$ cat src/rtl/s2_kes_sched.sv
// Round-robin scheduler sharing one t=2 KES engine between N_LANE syndrome lanes.
// Each lane has a one-entry holding register; results come back tagged with the lane index.

module s2_kes_hold (
    input  logic        clk,
    input  logic        rstn,
    input  logic        load,
    input  logic        deq,
    input  logic [31:0] din,
    output logic        full,
    output logic [31:0] dout
);
    always_ff @(posedge clk or negedge rstn) begin
        if (!rstn) begin
            full <= 1'b0;
            dout <= '0;
        end else if (load) begin
            full <= 1'b1;
            dout <= din;
        end else if (deq) begin
            full <= 1'b0;
        end
    end
endmodule

module s2_kes_sched #(
    parameter int N_LANE  = 2,
    parameter int LANE_W  = 1,
    parameter int KES_TMO = 15
) (
    input  logic                  clk,
    input  logic                  rstn,
    input  logic [N_LANE-1:0]     syn_valid,
    output logic [N_LANE-1:0]     syn_ready,
    input  logic [32*N_LANE-1:0]  syn_data,
    output logic                  kes_ena,
    output logic [7:0]            kes_syn0,
    output logic [7:0]            kes_syn1,
    output logic [7:0]            kes_syn2,
    output logic [7:0]            kes_syn3,
    input  logic                  kes_done,
    input  logic [7:0]            kes_lambda0,
    input  logic [7:0]            kes_lambda1,
    input  logic [7:0]            kes_lambda2,
    input  logic [7:0]            kes_omega0,
    input  logic [7:0]            kes_omega1,
    output logic                  res_valid,
    input  logic                  res_ready,
    output logic [LANE_W-1:0]     res_lane,
    output logic [7:0]            res_lambda0,
    output logic [7:0]            res_lambda1,
    output logic [7:0]            res_lambda2,
    output logic [7:0]            res_omega0,
    output logic [7:0]            res_omega1,
    output logic                  res_err_free,
    output logic                  res_fail,
    output logic                  busy
);
    typedef enum logic [1:0] {S_IDLE, S_LAUNCH, S_WAIT, S_RESULT} state_t;

    typedef struct packed {
        logic [7:0] l0;
        logic [7:0] l1;
        logic [7:0] l2;
        logic [7:0] o0;
        logic [7:0] o1;
        logic       err_free;
        logic       fail;
    } res_t;

    state_t                   state;
    res_t                     res;
    logic [LANE_W-1:0]        ptr, ptr_nxt, gnt_idx, idx_l, tag;
    logic [7:0]               cnt;
    logic [31:0]              wsyn, sel_syn;
    logic [N_LANE-1:0]        full, grant;
    logic [N_LANE-1:0][31:0]  syn_arr, hold_data;
    logic                     any;
    int                       idx;

    assign syn_arr = syn_data;

    for (genvar i = 0; i < N_LANE; i++) begin : g_lane
        s2_kes_hold u_hold (
            .clk  (clk),
            .rstn (rstn),
            .load (syn_valid[i] & syn_ready[i]),
            .deq  (grant[i]),
            .din  (syn_arr[i]),
            .full (full[i]),
            .dout (hold_data[i])
        );
        assign syn_ready[i] = !full[i] | grant[i];
    end

    // First full lane at or after the pointer, wrapping; grant only asserts in IDLE.
    always_comb begin
        any     = 1'b0;
        gnt_idx = '0;
        grant   = '0;
        idx     = 0;
        idx_l   = '0;
        for (int k = 0; k < N_LANE; k++) begin
            idx = int'(ptr) + k;
            if (idx >= N_LANE) idx = idx - N_LANE;
            idx_l = LANE_W'(idx);
            if (!any && full[idx_l]) begin
                any     = 1'b1;
                gnt_idx = idx_l;
            end
        end
        if (state == S_IDLE && any) grant[gnt_idx] = 1'b1;
    end

    assign ptr_nxt = (gnt_idx == LANE_W'(N_LANE-1)) ? '0 : gnt_idx + 1'b1;
    assign sel_syn = hold_data[gnt_idx];

    always_ff @(posedge clk or negedge rstn) begin
        if (!rstn) begin
            state <= S_IDLE;
            ptr   <= '0;
            tag   <= '0;
            cnt   <= '0;
            wsyn  <= '0;
            res   <= '0;
        end else begin
            case (state)
                S_IDLE: if (any) begin
                    ptr  <= ptr_nxt;
                    tag  <= gnt_idx;
                    wsyn <= sel_syn;
                    if (sel_syn == '0) begin
                        res   <= '{l0: 8'h01, l1: 8'h00, l2: 8'h00, o0: 8'h00, o1: 8'h00,
                                   err_free: 1'b1, fail: 1'b0};
                        state <= S_RESULT;
                    end else begin
                        state <= S_LAUNCH;
                    end
                end
                S_LAUNCH: begin
                    cnt   <= '0;
                    state <= S_WAIT;
                end
                S_WAIT: begin
                    cnt <= cnt + 8'd1;
                    // A completion on the final timeout cycle still counts as success.
                    if (kes_done) begin
                        res   <= '{l0: kes_lambda0, l1: kes_lambda1, l2: kes_lambda2,
                                   o0: kes_omega0, o1: kes_omega1, err_free: 1'b0, fail: 1'b0};
                        state <= S_RESULT;
                    end else if (cnt == 8'(KES_TMO-1)) begin
                        res   <= '{l0: 8'h00, l1: 8'h00, l2: 8'h00, o0: 8'h00, o1: 8'h00,
                                   err_free: 1'b0, fail: 1'b1};
                        state <= S_RESULT;
                    end
                end
                S_RESULT: if (res_ready) state <= S_IDLE;
                default: state <= S_IDLE;
            endcase
        end
    end

    assign busy         = (state != S_IDLE);
    assign kes_ena      = (state == S_LAUNCH);
    assign res_valid    = (state == S_RESULT);
    assign kes_syn0     = wsyn[7:0];
    assign kes_syn1     = wsyn[15:8];
    assign kes_syn2     = wsyn[23:16];
    assign kes_syn3     = wsyn[31:24];
    assign res_lane     = tag;
    assign res_lambda0  = res.l0;
    assign res_lambda1  = res.l1;
    assign res_lambda2  = res.l2;
    assign res_omega0   = res.o0;
    assign res_omega1   = res.o1;
    assign res_err_free = res.err_free;
    assign res_fail     = res.fail;
endmodule

$ cat config.mk
export PLATFORM = sky130hd
export DESIGN_NAME = s2_kes_sched
export DESIGN_NICKNAME = d
export VERILOG_FILES = /design/src/rtl/s2_kes_sched.sv
export SDC_FILE = /design/constraint.sdc
export NUM_CORES = 1
export LEC_CHECK = 0
export ABC_CLOCK_PERIOD_IN_PS = 5200
export BUFFER_PORTS_ARGS = -buffer_cell sky130_fd_sc_hd__buf_2
export CAP_MARGIN = 20
export CORE_ASPECT_RATIO = 0.5
export CORE_MARGIN = 2
export CORE_UTILIZATION = 56
export DETAILED_ROUTE_END_ITERATION = 12
export PLACE_DENSITY = 0.82
export SLEW_MARGIN = 5
export SYNTH_ARGS = -nofsm -noshare
export SYNTH_HDL_FRONTEND = slang
export SYNTH_SLANG_ARGS = --single-unit
export TNS_END_PERCENT = 1
$ cat constraint.sdc
create_clock -name clk -period 5.2 [get_ports clk]
set_clock_uncertainty 0.15 [all_clocks]
set_input_delay 0.78 -clock clk [delete_from_list [all_inputs] [get_ports clk]]
set_output_delay 0.78 -clock clk [all_outputs]
set_load 0.005 [all_outputs]
After elaboration in Yosys (flattened, before gate mapping):

Cells that the tools add are included.
W data, S select, Z words.

* flip-flop bits (word level): 152
* input port bits: 110
* word-level logic and storage cells: 87

* $add $sub $neg: 5
* $lt $le $gt $ge: 6
* eq/ne operators: 8
* muxes and demuxes: 32
* bitwise logic cells: 4
* reduce and logical (&&, ||, !) cells: 16

Operator list (count)
* $mux W42: 4
* $pmux W42 S2: 1
* $mux W32: 2
* $logic_not A32 Y1: 1
* $mux W1: 16
* $pmux W8 S2: 1
* $mux W2: 6
* $reduce_bool A2 Y1: 5
* $add A8 B1 Y8 const B: 1
* $eq A8 B4 Y1 const B: 1
* $pmux W2 S4: 1
* $lt A1 B2 Y1 const B: 3
* $eq A2 B2 Y1 const B: 2
* $ne A2 B1 Y1 const B: 2
* $reduce_and A4 Y1: 1
* $logic_and A1 B1 Y1: 3
* $logic_not A1 Y1: 3
* $ne A3 B3 Y1 const B: 1
* $reduce_and A3 Y1: 1
* $add A1 B1 Y2 const B: 1
* $and A1 B1 Y1: 2
* $eq A2 B1 Y1 const B: 1
* $ge A1 B2 Y1 const B: 1
* $ge A2 B2 Y1 const B: 1
* other kinds (8): 10

Depth between registers and ports, before layout:

Gate-level depths: netlist of the first run.

* word-level depth: 16
* depth in mapped cells: 8
* depth with buffers taken out: 7

By module:

Synthesis of the first run repeated with hierarchy kept, for this count alone.

* cells, all modules: 536
* area, all modules: 7164.4 µm²

Modules (own cells, without submodules)
* s2_kes_sched: times used 1, cells an instance 394, area an instance 4409.2 µm², seq. area each 2152.1 µm²
* s2_kes_hold: times used 2, cells an instance 71, area an instance 1377.6 µm², seq. area each 825.8 µm²

Worst setup path before layout of the first run:

Ideal clock, no wire load.

* kind: register -> register
* start point: register state[0]
* end point: register res, in the netlist res_lambda0[7]
* setup time: 0.125 ns
* arrival time: 1.779 ns
* required time: 4.925 ns
* setup slack: 3.146 ns
* stages on the path, launching flop included: 8
* path buffers: 1
* clock period less this slack: 2.054 ns
* cell sequence: dfrtp_1 -> inv_1 -> ha_1 -> inv_1 -> o32a_1 -> nand4_4 -> buf_6 -> mux2_4

* cells in the longest elaborated chain, start to end: 3
* elaborated cells between the ends (all ways): 8
* those cells by class: eq/ne (4); mux (1); reduce/logical (3)

Ends and longest elaborated chain
* from (decl): line 71 `state_t state;`
* from (signal assigned): line 120 `state <= S_IDLE;`
* from (signal assigned): line 135 `state <= S_RESULT;`
* from (signal assigned): line 137 `state <= S_LAUNCH;`
* $eq A2 B2 Y1 / $logic_not A2 Y1 (equally long branches): line 127 `case (state)`
* $ne A3 B3 Y1 (no source line) (tied with other cells)
* $reduce_and A4 Y1 (no source line)
* to (signal assigned): line 133 `res <= '{l0: 8'h01, l1: 8'h00, l2: 8'h00, o0: 8'h00, o1: 8'h00,`
* to (signal assigned): line 148 `res <= '{l0: kes_lambda0, l1: kes_lambda1, l2: kes_lambda2,`
* to (signal assigned): line 152 `res <= '{l0: 8'h00, l1: 8'h00, l2: 8'h00, o0: 8'h00, o1: 8'h00,`
* to (decl): line 72 `res_t res;`

Parallel ways exist; a longest one is shown, timed or not.
A chain may end at the register's enable or synchronous reset.

Worst setup path after layout of the first run:

* start point: register state[0]
* end point: register g_lane[1].u_hold.dout[20]

* cells in the longest elaborated chain, start to end: 5

Ends and longest elaborated chain
* $logic_not A2 Y1: line 112 `if (state == S_IDLE && any) grant[gnt_idx] = 1'b1;`
* $logic_and A1 B1 Y1: line 112
* $mux W2: line 112
* $or A1 B1 Y1: line 93 `assign syn_ready[i] = !full[i] | grant[i];`
* $and A1 B1 Y1: line 87 `.load (syn_valid[i] & syn_ready[i]),`
* to (signal assigned): line 19 `dout <= din;`
* to (decl): line 11 `output logic [31:0] dout`

No other way between the ends.

==> results of run 1 <==
==> worst register-to-register path, stage by stage, from the launching register on <==
cell and delay (ps):
dfrtp_1 400, inv_1 140, ha_1 310, inv_1 190
o21ai_1 320, nand2_1 610, buf_4 450, mux2_2 290
==> metal layers <==
metal  vias up  routed length (um)  track usage (%)
met1      2416                7140             32.9
met2       156                7630             41.4
met5         -                   0                0
met4         0                 106             8.11
met3        12                 837             5.81
li1       2258                   -                -
==> layout by cell type, fill, tap and decap left out, types with 6 or more instances in the layout <==
master,netlist,routed
and3_1,39,39
dfrtp_1,152,152
clkbuf_16,0,17
o21ai_0,40,40
ha_1,7,7
mux2i_1,35,35
nand3_1,8,8
nor4_1,17,17
buf_2,7,188
nand2_1,40,40
mux2_4,38,38
inv_1,13,13
nor2_1,6,6
buf_4,3,7
mux2_2,65,65
==> power by group through the flow <==
stage / combinational [mW] / clock (mW) / sequential (mW)
after global routing: 2.52 / 1.32 / 2.23
after detailed placement: 2.30 / 0 / 2.17
after global placement: 2.22 / 0 / 2.13
after CTS: 2.33 / 1.26 / 2.16
after floorplan: 1.66 / 0 / 2.09
final: 2.31 / 1.24 / 2.16
==> kinds of logic after synthesis <==
group           synth area share [%]
simple gates                    10.2
mux                             24.4
xor+xnor                       0.257
buf+inv                         3.16
fa+ha+maj                       1.29
flops                           55.9
compound gates                  4.78
==> sequential cells by signal, indices dropped and copies added, names as in the netlist, 2 cells and up <==
register / count
g_lane.u_hold.full: 2
res_lambda0: 8
res_lambda2: 8
wsyn: 32
res_omega0: 8
cnt: 8
state: 2
res_lambda1: 8
g_lane.u_hold.dout: 64
res_omega1: 8
==> area by class of cell <==
class                      instances  area share [%]
clock inverter                    12            1.78
clock buffer                      18            5.18
sequential                       152            44.8
tap                              165            2.43
inverter                          13           0.575
multi-input combinational        332            33.1
timing repair buffer             197            12.1
==> through the flow <==
step	cell area (um^2)	setup WS [ps]	utilization [%]	std cells	power (mW)
after floorplan	6810	3150	-	528	3.74
after global placement	7870	1940	66.5	858	4.35
after detailed placement	7870	1870	66.5	858	4.46
after CTS	8460	1920	71.5	888	5.75
after global routing	8480	2090	71.6	889	6.07
final	8480	2220	71.6	889	5.71
==> worst min path at each step <==
stage,to,slack [ps],from,cells past startpoint
2_1_floorplan,res_lane,320,res_lane,2
3_3_place_gp,wsyn[4],310,wsyn[4],2
3_5_place_dp,wsyn[1],320,wsyn[1],2
4_1_cts,g_lane[0].u_hold.dout[10],250,rstn,1
5_1_grt,wsyn[8],270,rstn,1
6_report,g_lane[0].u_hold.dout[10],230,rstn,1
==> reports/results.tsv, run 1 <==
metric	value	unit
status	complete, no violations	
p_comb_share	40.4	%
wl	15.7	mm
cp.required	5340	ps
critPathSlowestCell	nand2_1	
die-height	82.0	um
p_leak	4.43	nW
ys_top_cells_by_count	dfrtp_1 (152), mux2_2 (65), nand2_1 (40), o21ai_0 (40), and3_1 (39)	
critPathTopFamily	buffers and inverters	
antenna_found_initial	0	
wire_per_inst	17.7	um
irDropWorstVdd	0.339	mV
place_congestion	0.795	
switching_share	34.8	%
synthToLayoutAreaGrowth	24.6	%
yosys-top-cells-area	dfrtp_1 (56%), mux2_2 (11%), mux2_4 (8.4%), mux2i_1 (5.1%), and3_1 (3.6%)	
clk_latency	410	ps
grt_max_degree	76	
grt_pass1_wl	25.0	mm
crit_path_max_incr_delay	610	ps
cts_tree	yes	
syn_avg_cell_area	12.9	um^2
report.final.hold_viol_count	0	
reg2reg_from	state[0]	
cts-resized-gates	0	
drc	0	
synth-main-ff-cell	dfrtp_1	
synthCells	528	
cp-start-kind	register	
r2r_slack	2220	ps
clk_pin_slew	60	ps
p_sw	1.99	mW
synth_cell_types	39	
synth_edf_count	0	
crit_top_cell	inv_1	
ff2ff_path_depth	7	
synth_nets	645	
worst_hold_slack	232	ps
synth_largest_area_cell	dfrtp_1	
finalSetupTns	0	ps
synth.most_common_cell	dfrtp_1	
viasPerCell	5.45	
multi_input_area	0.00281	mm^2
register_area	0.00380	mm^2
ctsLongestPathBuffers	2	
rsz0062_at_grt	false	
yosys_warnings	0	
initial_core_util	57.5	%
crit_type	reg -> reg	
core-area	0.0118	mm^2
n_fill_cell	841	
grt_use_total	24.8	%
cp_num_buf_inv	3	
r2r-end	g_lane[1].u_hold.dout[20]	
ios	190	
fmax	336	MHz
clkSinkCount	152	
cts_hold_buf	0	
row_count	28	
port-buffer-count	189	
drt-initial-drc-count	289	
cp.depth	7	
htree_levels	4	
crit_chain	inv_1, ha_1, inv_1, o21ai_1, nand2_1, buf_4, mux2_2	
finalCriticalPeriod	2980	ps
vias	4842	
fin_crit_sh	57.2	%
finalMaxSlewViolations	0	
ys_ff_latch	152	
drt-pass1-iter-count	4	
critPathLaunch	state[0]	
drive_gt1_share	46.7	%
seq_power_share	37.8	%
grt_pass1_vias	4769	
ant_nets	0	
hpwl	10.8	mm
overflow	0	
netlist_area	0.00681	mm^2
synth_top_cell_area_share	55.9	%
die_x	160	um
worstMarginPinSlew	915	ps
async_flop_share	100	%
p_int	3.73	mW
worstPathArrival	3120	ps
cellPowerDensity	673	mW/mm^2
dieArea	0.0131	mm^2
worstSetupEndpoint	g_lane[1].u_hold.dout[20]	
worst_setup_path_end_kind	register	
nets	830	
cp_max_fo	21	
postCtsSetupBuffers	0	
hold_class	in -> async	
maxCapViolations	0	
cts_buffers	17	
setup_violations	0	
root_buffer	clkbuf_16	
diodes	0	
p_clk_share	21.8	%
seq_area_frac_synth	55.9	%
relSlewSlack	38.8	%
(Power assumes the default switching activity.)
==> run 2: changes to the inputs <==
Settings changed: ABC_AREA set to 1, ABC_CLOCK_PERIOD_IN_PS 5200 to 2880, CORE_UTILIZATION 56 to 53, PLACE_DENSITY 0.82 to 0.78.
Clock period 5.2 ns to 2.88 ns, I/O delays scaled along.
==> run 2 against run 1 <==
Flip-flop and latch count unchanged. Non-clock buffer count up 10. Via count up 25%. Combinational power up 77%. Maximum frequency up 11%. Core utilization down 4.0 points. Total power up 71%. Final cell count up 37%. Final area up 1.3%. Setup slack worse by 2000 ps. Critical path type unchanged. Critical path depth up 2.
==> reports/results.tsv, run 2 <==
metric	value	unit
status	complete, no violations	
cts_buffers	17	
synthCells	857	
grt_max_degree	66	
grt_use_total	24.7	%
drt-pass1-iter-count	6	
rsz0062_at_grt	false	
place_congestion	0.853	
cp.required	3020	ps
ys_top_cells_by_count	nand2_1 (215), dfrtp_1 (152), inv_1 (116), nor2_1 (116), nand3_1 (76)	
port-buffer-count	189	
grt_pass1_vias	5917	
ant_nets	0	
die_x	166	um
layout.cells.non_filler	1220	
p_leak	4.91	nW
dieArea	0.0141	mm^2
synth_largest_area_cell	dfrtp_1	
n_fill_cell	1058	
reg_top3	g_lane.u_hold.dout: 64 flops, wsyn: 32 flops	
row_count	29	
crit_chain	inv_1, ha_1, nand4_1, o21ai_0, nand2_1, a21oi_4, nand2_4, nand2_1, nand2_1	
postCtsSetupBuffers	0	
drc	0	
fmax	373	MHz
post-place-cells	1187	
largest_reg_flops	64	
core-area	0.0127	mm^2
htree_levels	4	
ys_ff_latch	152	
hpwl	11.3	mm
ios	190	
clkSinkCount	152	
critPathSlowestCell	a21oi_4	
largest_register	g_lane.u_hold.dout	
report.final.hold_viol_count	0	
final_cell_mix	nand2_1 (213), buf_2 (188), dfrtp_1 (152), nor2_1 (116), inv_1 (115)	
worstPathArrival	2820	ps
crit_type	reg -> reg	
fin_crit_sh	93.0	%
clk_pin_slew	60	ps
syn_avg_cell_area	8.09	um^2
setup_violations	0	
crit_top_cell	nand2_1	
seq_area_frac_synth	54.9	%
relSlewSlack	32.0	%
antenna_found_initial	0	
finalMaxSlewViolations	0	
cts_tree	yes	
drive_gt1_share	23.7	%
die-height	84.9	um
synth_nets	974	
synth_top_cell_area_share	54.9	%
synth_edf_count	0	
root_buffer	clkbuf_16	
diodes	0	
cp_num_buf_inv	1	
power	9.76	mW
maxCapViolations	0	
synth.most_common_cell	nand2_1	
cp_max_fo	42	
clk_latency	410	ps
ctsLongestPathBuffers	2	
synth-main-ff-cell	dfrtp_1	
grt_pass1_wl	27.9	mm
cellPowerDensity	1140	mW/mm^2
viasPerCell	4.97	
vias	6061	
finalCriticalPeriod	2680	ps
synthToLayoutAreaGrowth	23.9	%
initial_core_util	54.6	%
wl	17.0	mm
cp-start-kind	register	
layout_commonest_cell	nand2_1	
async_flop_share	100	%
worst_setup_path_end_kind	register	
overflow	0	
synth_cell_types	25	
crit_path_max_incr_delay	580	ps
worstMarginPinSlew	1020	ps
drt-initial-drc-count	584	
yosys_warnings	0	
critPathTopFamily	simple AND/OR/NAND/NOR gates	
netlist_area	0.00693	mm^2
r2r_slack	200	ps
hold_class	in -> reg	
wire_per_inst	14.0	um
yosys-top-cells-area	dfrtp_1 (55%), nand2_1 (12%), inv_1 (6.3%), nor2_1 (6.3%), nand3_1 (5.5%)	
irDropWorstVdd	0.621	mV
nets	1155	
==> run 2: cell types whose count changed after synthesis, moves of 5 or more <==
cell / change
mux2i_1: -35
a21oi_1: +63
inv_1: +103
mux2_4: -38
nor4_1: -17
buf_4: +5
nor2_1: +110
nand3_1: +68
buf_1: +5
mux2_2: -61
and3_1: -39
nand2_1: +175
==> run 2: metrics by stage <==
step	hold WS (ps)	setup WS [ps]	area, um^2	util, %	setup TNS (ps)
after floorplan	-13.6	786	6930	-	0
after detailed placement	304	-103	8000	63.0	-2850
after global placement	301	34.1	8000	63.0	0
after CTS	92.6	91.8	8580	67.5	0
final	102	202	8590	67.6	0
after global routing	103	7.87	8590	67.6	0
==> run 2: path summary, 6_finish.rpt <==
| check | start | end | cells after the start |
|---|---|---|---|
| worst max-delay path | cnt[0] | res_omega0[7] | 9 |
| worst min-delay path | syn_data[63] | g_lane[1].u_hold.dout[31] | 2 |
| worst max register to register | cnt[0] | res_omega0[7] | 9 |
| worst min register to register | res_lane | res_lane | 2 |
| max in group asynchronous | rstn | res_lambda1[2] | 3 |
| min in group asynchronous | rstn | g_lane[0].u_hold.dout[0] | 2 |
==> run 2: power breakdown <==
group | internal (mW) | total, mW | switching (mW)
registers | 3.11 | 3.56 | 0.453
logic | 1.42 | 4.08 | 2.65
clock network | 1.27 | 2.13 | 0.858
total | 5.80 | 9.76 | 3.96
==> run 2: what timing repair did <==
item | CTS | global route
hold endpoints to repair | 62 | 0
endpoints found under the setup margin | 42 | 20
cloned | 1 | 0
hold buffers | 1 | 0
gates resized for setup | 0 | 2
pin swaps | 0 | 0
==> run 2: cell type report <==
type / instances / area, um^2 / area share [%]
sequential: 152 / 3800 / 44.3
tap: 170 / 213 / 2.48
inverter: 116 / 435 / 5.07
clock inverter: 12 / 128 / 1.49
multi-input combinational: 544 / 2460 / 28.7
clock buffer: 19 / 433 / 5.04
timing repair buffer: 207 / 1110 / 13.0
==> run 2: worst reg2reg max path, stage by stage, from the launching register on <==
cell,delay [ps]
dfrtp_1,400
inv_1,100
ha_1,160
nand4_1,100
o21ai_0,230
nand2_1,190
a21oi_4,580
nand2_4,400
nand2_1,200
nand2_1,70
==> run 2: cell families (layout without fill, tap and decap cells) <==
kind of cell | count (synthesis) | count (layout) | share of synthesized area, %
flops | 152 | 152 | 54.9
mux | 4 | 4 | 0.650
compound gates | 110 | 111 | 8.07
simple gates | 422 | 422 | 25.0
buf+inv | 162 | 354 | 10.1
fa+ha+maj | 7 | 7 | 1.26
==> run 2: metal layers <==
layer | vias up | track usage (%) | part of all wire [%]
met2 | 186 | 40.9 | 48
met3 | 18 | 5.32 | 5.3
met5 | - | 0 | 0
met4 | 0 | 8.06 | 1.1
li1 | 3020 | - | -
met1 | 2837 | 33.0 | 46
==> run 3: changes to the inputs <==
Settings changed: RECOVER_POWER set to 50.
==> run 3 against run 2 <==
Critical path type unchanged. Maximum frequency about the same. The run now ends with max-capacitance violations, max-slew violations left. Sequential share of layout area increased by 0.25 points. Clock-buffer cell count unchanged. Hold slack lost 1.9 ps. Flip-flop and latch count did not move. Critical path depth stayed put. Largest power group unchanged. Final cell count unchanged.
==> reports/results.tsv, run 3 (synthesis gave the netlist of run 2 again) <==
metric	value	unit
r2r_slack	200	ps
clkSinkCount	152	
grt_max_degree	66	
grt_pass1_vias	5917	
nets	1155	
n_fill_cell	1078	
initial_core_util	54.6	%
ff2ff_path_depth	9	
worst_setup_path_end_kind	register	
cellPowerDensity	1140	mW/mm^2
p_leak	4.81	nW
maxCapViolations	1	
cts_tree	yes	
drt-initial-drc-count	629	
fin_crit_sh	93.0	%
ctsLongestPathBuffers	2	
largest_reg_flops	64	
port-buffer-count	189	
cp_max_fo	42	
p_sw	3.98	mW
cp-start-kind	register	
cts_buffers	17	
worst_hold_slack	100	ps
min_from	syn_data[63]	
vias	6108	
reg2reg_from	cnt[0]	
crit_type	reg -> reg	
p_int	5.74	mW
place_congestion	0.853	
r2r-end	res_omega0[7]	
reg_top3	g_lane.u_hold.dout: 64 flops, wsyn: 32 flops	
cp.required	3020	ps
ios	190	
clk_latency	410	ps
dieArea	0.0141	mm^2
wl	17.1	mm
viasPerCell	5.01	
clk_pin_slew	60	ps
setup_violations	0	
finalMaxSlewViolations	65	
post-place-cells	1187	
switching_share	40.9	%
row_count	29	
register_area	0.00380	mm^2
p_clk_share	21.9	%
relSlewSlack	-10.9	%
crit_top_cell	nand2_1	
postCtsSetupBuffers	0	
irDropWorstVdd	0.619	mV
crit_path_max_incr_delay	570	ps
hold_class	in -> reg	
drive_gt1_share	21.0	%
diodes	0	
holdPathStages	2	
crit_chain	inv_1, ha_1, nand4_1, o21ai_0, nand2_1, a21oi_4, nand2_4, nand2_1, nand2_1	
die-height	84.9	um
htree_levels	4	
wire_per_inst	14.0	um
grt_pass1_wl	27.9	mm
drt-pass1-iter-count	6	
status	finished, violations left	
fmax	373	MHz
worstPathArrival	2820	ps
critPathSlowestCell	a21oi_4	
layout_commonest_cell	nand2_1	
antenna_found_initial	0	
root_buffer	clkbuf_16	
multi_input_area	0.00246	mm^2
report.final.hold_viol_count	0	
finalCriticalPeriod	2680	ps
p_comb_share	41.4	%
largest_register	g_lane.u_hold.dout	
core-area	0.0127	mm^2
critPathLaunch	cnt[0]	
rsz0062_at_grt	false	
die_x	166	um
hpwl	11.3	mm
final_cell_mix	nand2_1 (213), buf_2 (160), dfrtp_1 (152), nor2_1 (116), inv_1 (115)	
seq_power_share	36.7	%
synthToLayoutAreaGrowth	23.2	%
holdPathEnd	g_lane[1].u_hold.dout[31]	
ant_nets	0	
overflow	0	
worstMarginPinSlew	1660	ps
drc	0	
grt_use_total	24.7	%
violations	max-capacitance violations, max-slew violations	
layout.cells.non_filler	1220	
run 3: cell count changes in the layout (fill, tap and decap cells not counted):
cell	previous run	this run
buf_6	1	0
clkbuf_1	2	31
clkbuf_2	0	2
buf_4	15	13
buf_2	188	160
run 3: routing by layer:
layer	GRT usage, %	up-vias	part of all wire (%)
li1	-	3018	-
met1	33.0	2859	46
met2	40.9	206	48
met3	5.32	25	5.4
met4	8.06	0	1.1
met5	0	-	0
run 3: per-stage QoR:
| step | power (mW) | util (%) | setup TNS [ps] | cell area [um^2] | worst slack [ps] |
|---|---|---|---|---|---|
| 2_1_floorplan | 6.29 | - | 0 | 6930 | 786 |
| 3_3_place_gp | 7.43 | 63.0 | 0 | 8000 | 34.1 |
| 3_5_place_dp | 7.57 | 63.0 | -2850 | 8000 | -103 |
| 4_1_cts | 9.79 | 67.5 | 0 | 8580 | 91.8 |
| 5_1_grt | 10.5 | 67.3 | 0 | 8540 | 7.91 |
| 6_report | 9.72 | 67.3 | 0 | 8540 | 202 |
run 3: final cells by class:
| cell class | instances | area share (%) |
|---|---|---|
| inverter | 116 | 5.10 |
| clock buffer | 19 | 5.07 |
| tap | 170 | 2.49 |
| multi-input combinational | 544 | 28.8 |
| clock inverter | 12 | 1.49 |
| timing repair buffer | 207 | 12.5 |
| sequential | 152 | 44.5 |
run 3: how the worst max path moves through the flow:
stage	cells after the start	end
finish	9	res_omega0[7]
global placement	9	res_lambda2[6]
floorplan	10	res_lambda0[0]
CTS	8	syn_ready[0]
detailed placement	9	res_omega0[7]
global route	9	res_omega0[1]
run 3: timing repair:
item,in CTS,in global routing
cloned,1,0
hold buffers,1,0
setup endpoints to repair,42,20
endpoints found under the hold margin,62,0
gates resized for setup,0,2
run 3: power by group through the flow:
stage                     Sequential (mW)  Combinational, mW  Clock, mW
final                                3.56               4.02       2.13
after global routing                 3.66               4.56       2.26
after CTS                            3.55               4.08       2.17
after detailed placement             3.57               4.00          0
after global placement               3.54               3.89          0
after floorplan                      3.53               2.76          0
run 3: critical path, delay by kind of cell, from the launching register on:
family	cells	cell delay, ps
AO/OA/AOI/OAI	2	800
adder cells (fa/ha/maj)	1	160
AND/OR/NAND/NOR	5	950
flip-flops	1	400
buffers and inverters	1	100
